File: src/rtl/arb_pkg.sv
// Shared arbitration types and constants for the bus scheduler and its round-robin picker.
package arb_pkg;

    typedef enum logic [1:0] {
        ST_IDLE    = 2'd0,
        ST_GRANT   = 2'd1,
        ST_RELEASE = 2'd2
    } arb_state_t;

    localparam int ARB_DEF_N   = 4;
    localparam int ARB_DEF_TMO = 16;

    // Tenure counter must hold values 0..TMO inclusive.
    function automatic int tenureWidth(input int tmo);
        return (tmo < 1) ? 1 : $clog2(tmo + 1);
    endfunction

endpackage

File: src/rtl/rr_pick.sv
// Combinational round-robin picker: first requester found scanning from (ptr+1) mod N.
module rr_pick #(
    parameter int N   = 4,
    parameter int IDW = $clog2(N)
) (
    input  logic [N-1:0]   i_req,
    input  logic [IDW-1:0] i_ptr,
    output logic [N-1:0]   o_onehot,
    output logic [IDW-1:0] o_idx
);

    logic [IDW-1:0] w_cand;
    logic           w_found;

    always_comb begin
        o_onehot = '0;
        o_idx    = '0;
        w_found  = 1'b0;
        w_cand   = '0;
        for (int i = 1; i <= N; i++) begin
            w_cand = IDW'((int'(i_ptr) + i) % N);
            if (!w_found && i_req[w_cand]) begin
                w_found          = 1'b1;
                o_onehot[w_cand] = 1'b1;
                o_idx            = w_cand;
            end
        end
    end

endmodule

File: src/rtl/bus_sched.sv
// Round-robin bus scheduler: grants one requester at a time with bounded tenure
// and a one-cycle turnaround between grants.
module bus_sched
    import arb_pkg::*;
#(
    parameter int N   = ARB_DEF_N,
    parameter int TMO = ARB_DEF_TMO,
    parameter int IDW = $clog2(N)
) (
    input  logic           clk_i,
    input  logic           rst_i,
    input  logic [N-1:0]   req_i,
    input  logic [N-1:0]   done_i,
    output logic [N-1:0]   gnt_o,
    output logic [IDW-1:0] owner_o,
    output logic           busy_o,
    output logic           timeout_o
);

    localparam int CW = tenureWidth(TMO);

    arb_state_t     r_state;
    arb_state_t     w_nextState;
    logic [N-1:0]   r_gnt;
    logic [IDW-1:0] r_owner;
    logic [IDW-1:0] r_ptr;
    logic           r_busy;
    logic           r_timeout;
    logic [CW-1:0]  r_tenureCnt;

    logic [N-1:0]   w_pickOnehot;
    logic [IDW-1:0] w_pickIdx;
    logic           w_anyReq;
    logic           w_userExit;
    logic           w_timeoutHit;

    assign w_anyReq = |req_i;

    rr_pick #(
        .N   (N),
        .IDW (IDW)
    ) u_pick (
        .i_req    (req_i),
        .i_ptr    (r_ptr),
        .o_onehot (w_pickOnehot),
        .o_idx    (w_pickIdx)
    );

    always_comb begin
        w_nextState  = r_state;
        w_userExit   = 1'b0;
        w_timeoutHit = 1'b0;
        case (r_state)
            ST_IDLE: begin
                if (w_anyReq) w_nextState = ST_GRANT;
            end
            ST_GRANT: begin
                w_userExit   = done_i[r_owner] || !req_i[r_owner];
                w_timeoutHit = (TMO > 0) && (r_tenureCnt == CW'(TMO - 1));
                if (w_userExit || w_timeoutHit) w_nextState = ST_RELEASE;
            end
            ST_RELEASE: w_nextState = ST_IDLE;
            default:    w_nextState = ST_IDLE;
        endcase
    end

    always_ff @(posedge clk_i or posedge rst_i) begin
        if (rst_i) r_state <= ST_IDLE;
        else       r_state <= w_nextState;
    end

    // Pointer resets to N-1 so requester 0 wins the first arbitration.
    always_ff @(posedge clk_i or posedge rst_i) begin
        if (rst_i) begin
            r_gnt       <= '0;
            r_owner     <= '0;
            r_ptr       <= IDW'(N - 1);
            r_busy      <= 1'b0;
            r_timeout   <= 1'b0;
            r_tenureCnt <= '0;
        end else begin
            r_timeout <= 1'b0;
            case (r_state)
                ST_IDLE: begin
                    if (w_anyReq) begin
                        r_gnt       <= w_pickOnehot;
                        r_owner     <= w_pickIdx;
                        r_ptr       <= w_pickIdx;
                        r_busy      <= 1'b1;
                        r_tenureCnt <= '0;
                    end
                end
                ST_GRANT: begin
                    if (w_userExit || w_timeoutHit) begin
                        r_gnt     <= '0;
                        r_busy    <= 1'b0;
                        r_timeout <= w_timeoutHit && !w_userExit;
                    end else if (r_tenureCnt != CW'(TMO)) begin
                        r_tenureCnt <= r_tenureCnt + CW'(1);
                    end
                end
                default: begin
                end
            endcase
        end
    end

    assign gnt_o     = r_gnt;
    assign owner_o   = r_owner;
    assign busy_o    = r_busy;
    assign timeout_o = r_timeout;

endmodule

File: config.mk
export PLATFORM = sky130hd
export DESIGN_NAME = bus_sched
export DESIGN_NICKNAME = d
export VERILOG_FILES = /design/src/rtl/arb_pkg.sv /design/src/rtl/rr_pick.sv /design/src/rtl/bus_sched.sv
export SDC_FILE = /design/constraint.sdc
export NUM_CORES = 1
export LEC_CHECK = 0
export CORE_UTILIZATION = 40
export CTS_CLUSTER_SIZE = 8
export DETAILED_ROUTE_END_ITERATION = 6
export GPL_TIMING_DRIVEN = 0
export PLACE_DENSITY = 0.74
export SETUP_SLACK_MARGIN = 0.1
export SLEW_MARGIN = 20
export SYNTH_ARGS = -nofsm -noshare
export SYNTH_HDL_FRONTEND = slang
export SYNTH_SLANG_ARGS = --single-unit
export TNS_END_PERCENT = 100
File: constraint.sdc
create_clock -name clk_i -period 2.7 [get_ports clk_i]
set_input_delay 0.54 -clock clk_i [delete_from_list [all_inputs] [get_ports clk_i]]
set_output_delay 0.54 -clock clk_i [all_outputs]
set_load 0.005 [all_outputs]
==> flow_summary.yaml <==
sta:
  fin_skew_ns: 0.00506
  setup_viol: 0
  rsz0062_at_grt: "true"
  worst_pin_slew_ns: 0.689
  relSlewSlack_pct: 53.8
  max_freq_ghz: 0.393
  hold_viol_final: 0
  fin_ws_ns: 0.156
  timing.hold.ws_ns: 0.526
  slew_viol_final: 0
  finalCriticalPeriod_ns: 2.54
  fin_crit_sh_pct: 94.2
placement:
  preCtsSetupSlack_ns: -0.118
  place.port_buffers: 16
  dp_hpwl_mm: 2.31
  gp_congestion: 0.872
setup_path:
  cp_num_buf_inv: 2
  slowest_delay_ns: 0.58
  crit_chain: "buf_8 > clkinvlp_4 > ha_4 > mux4_2 > or2b_4 > a211o_2 > o2111ai_2 > nand3_1"
  required_ns: 2.86
  critical_path_depth: 8
  crit_family: "flip-flops"
  crit_path_end_kind: "register"
  cpMaxStageDelayCell: "dfstp_2"
  r2r_cells: 8
  critPathLaunchType: "register"
  critical_path_class: "register to register"
  path_max_fanout: 4
  worstPathArrival_ns: 2.70
drt:
  drc_errors: 0
  via_count: 1224
  wl_per_cell_um: 15.0
  firstDrtPassIters: 4
  antenna_left: 0
  via_per_inst: 5.69
  routed_wl_mm: 3.23
  drtIter0Drc: 45
run_status:
  status: "finished, final reports clean"
global_route:
  grt_util_met2_pct: 35.0
  grt_pass1_vias: 1146
  grt_most_used_layer: "met2"
  overflow: 0
  grt_max_degree: 18
  grtUsageMet3_pct: 1.49
  track_usage_pct: 19.5
  grt_pass1_wl_mm: 5.37
  grt_antenna_before_repair: 0
  met1_usage_pct: 25.0
logic_synthesis:
  synthMuxAreaShare_pct: 11.9
  synth_nets: 166
  synthAdderAreaFrac_pct: 9.96
  syn_inst: 145
  synth_xor_area_share_pct: 1.27
  ys_seq_area_share_pct: 31.0
  yosys_warnings: 0
  syn-cell-area_um2: 1380
  synth_compound_area_share_pct: 17.8
  synth_top_family_by_area: "simple AND/OR/NAND/NOR gates"
  synth_simple_gate_area_share_pct: 21.0
  avgSynthCellArea_um2: 9.53
  synth_cell_types: 41
  ys_seq_elements: 17
layout:
  fillCellCount: 311
  layout-drive-gt1-share_pct: 19.3
  syn_to_final_growth_pct: 23.6
  final_cell_mix: "nand2_1 (23), clkdlybuf4s50_1 (16), dfrtp_1 (15)"
  regArea_um2: 428
  multi_input_area_um2: 886
  fin_nets: 193
  n_antenna_cell: 0
  final_common_cell: "nand2_1"
worst_hold_path:
  min_path_cells: 2
  hold_class: "register to register"
power:
  worst_ir_drop_vdd_mv: 0.490
  power-per-cell-area_nw_per_um2: 1000
  p_leak_nw: 0.713
  power_mw: 1.71
die:
  initial_core_util_pct: 43.8
  fp.dieW_um: 60.8
  fp.coreArea_um2: 3150
  die_y_um: 60.8
  die-area_um2: 3690
  ioPinCount: 18
  rows: 20
clocking:
  root_buffer: "clkbuf_4"
  ctsHoldBuffers: 0
  clk_latency_ns: 0.28
  clock-sinks: 17
  cts_buffers: 3
  cts_tree: "done"
  max-clock-path-buffers: 2
  path_clk_slew_ns: 0.10
  cts_htree_levels: 1
run:
  cap_violations: 0
## area by class of cell
class,instances,area share (%)
Timing Repair Buffer,22,12.0
Buffer,8,4.03
Inverter,9,2.20
Multi-Input combinational cell,111,51.9
Clock buffer,4,1.54
Sequential cell,17,25.1
Tap cell,44,3.23
## cells in the mapped netlist
master	instances	area share, %
dfstp_2	2	3.8
buf_6	3	2.4
mux2i_1	4	2.9
o22ai_1	2	0.91
o21ai_0	8	2.9
nor2_1	10	2.7
nand3b_1	1	0.54
o21a_1	1	0.54
nor2b_1	1	0.45
a22oi_1	8	4.3
a2111oi_0	1	0.63
or3_1	1	0.45
clkbuf_1	2	0.54
and3b_1	1	0.63
buf_4	3	1.6
o2111ai_1	1	0.63
mux4_2	2	3.3
and3_1	1	0.45
ha_1	11	10
nor3_2	3	2.2
nor3_1	2	0.72
or4_4	1	0.82
o31ai_1	1	0.54
mux4_1	3	5.7
nand2_1	23	6.2
nand3_1	4	1.4
inv_1	9	2.4
xnor2_1	2	1.3
a211oi_1	1	0.54
a211o_2	1	0.72
o31ai_2	1	0.91
nand2b_1	4	1.8
a41oi_1	1	0.63
a21oi_1	2	0.72
or2b_1	1	0.54
dfrtp_1	15	27
or2b_2	1	0.63
a221oi_1	2	1.3
a311oi_4	1	1.9
o221ai_1	1	0.63
nor4_1	3	1.4
## routing by layer
| layer | vias up | wire (um) |
|---|---|---|
| li1 | 581 | - |
| met2 | 38 | 1670 |
| met3 | 4 | 116 |
| met4 | 0 | 30 |
| met5 | - | 0 |
| met1 | 601 | 1410 |
## path summary, 6_finish.rpt
kind                       startpoint    endpoint  slack (ns)
min reg2reg                  gnt_o[1]    gnt_o[1]        0.53
min                          gnt_o[1]    gnt_o[1]        0.53
min in group asynchronous       rst_i   timeout_o        0.63
max in group asynchronous       rst_i  r_state[0]        1.66
max reg2reg                  r_ptr[0]  owner_o[1]        0.16
max                          r_ptr[0]  owner_o[1]        0.16
## worst reg2reg max path: stages, from the launching register on
cell and delay (ns):
dfstp_2 0.58, buf_8 0.11, clkinvlp_4 0.10, ha_4 0.30, mux4_2 0.52, or2b_4 0.30, a211o_2 0.31, o2111ai_2 0.10
nand3_1 0.10
## per-stage QoR
stage          area [um2]  instances  TNS [ns]  utilization [%]
6_report             1710        215         0             54.1
5_1_grt              1710        215         0             54.1
4_1_cts              1680        214         0             53.3
3_5_place_dp         1610        205    -0.199             50.9
3_3_place_gp         1610        205   -0.0587             50.9
2_1_floorplan        1390        145         0                -
## power by group
group | switching, mW | internal, mW | total, mW
clock network | 0.0752 | 0.0572 | 0.132
logic | 0.637 | 0.524 | 1.16
registers | 0.0725 | 0.346 | 0.419
## logic make-up (layout without fill, tap and decap cells)
group / Yosys count / in the layout
AOI/OAI and AO/OA: 32 / 32
buffers and inverters: 17 / 43
and+or+nand+nor: 57 / 57
muxes: 9 / 9
xor gates and xnor gates: 2 / 2
DFF: 17 / 17
adders and majority gates: 11 / 11
## what timing repair did
| action | in CTS | in global routing |
|---|---|---|
| hold endpoints to repair | 0 | 0 |
| gates resized for setup | 3 | 5 |
| buffers inserted | 5 | 1 |
| pin swaps | 0 | 2 |
| setup endpoints to repair | 7 | 7 |
## sequential cells by signal, indices dropped and copies added, names as in the netlist
| register | cells |
|---|---|
| timeout_o | 1 |
| busy_o | 1 |
| r_tenureCnt | 5 |
| gnt_o | 4 |
| owner_o | 2 |
| r_state | 2 |
| r_ptr | 2 |
Power figures use the tool's default switching activity.
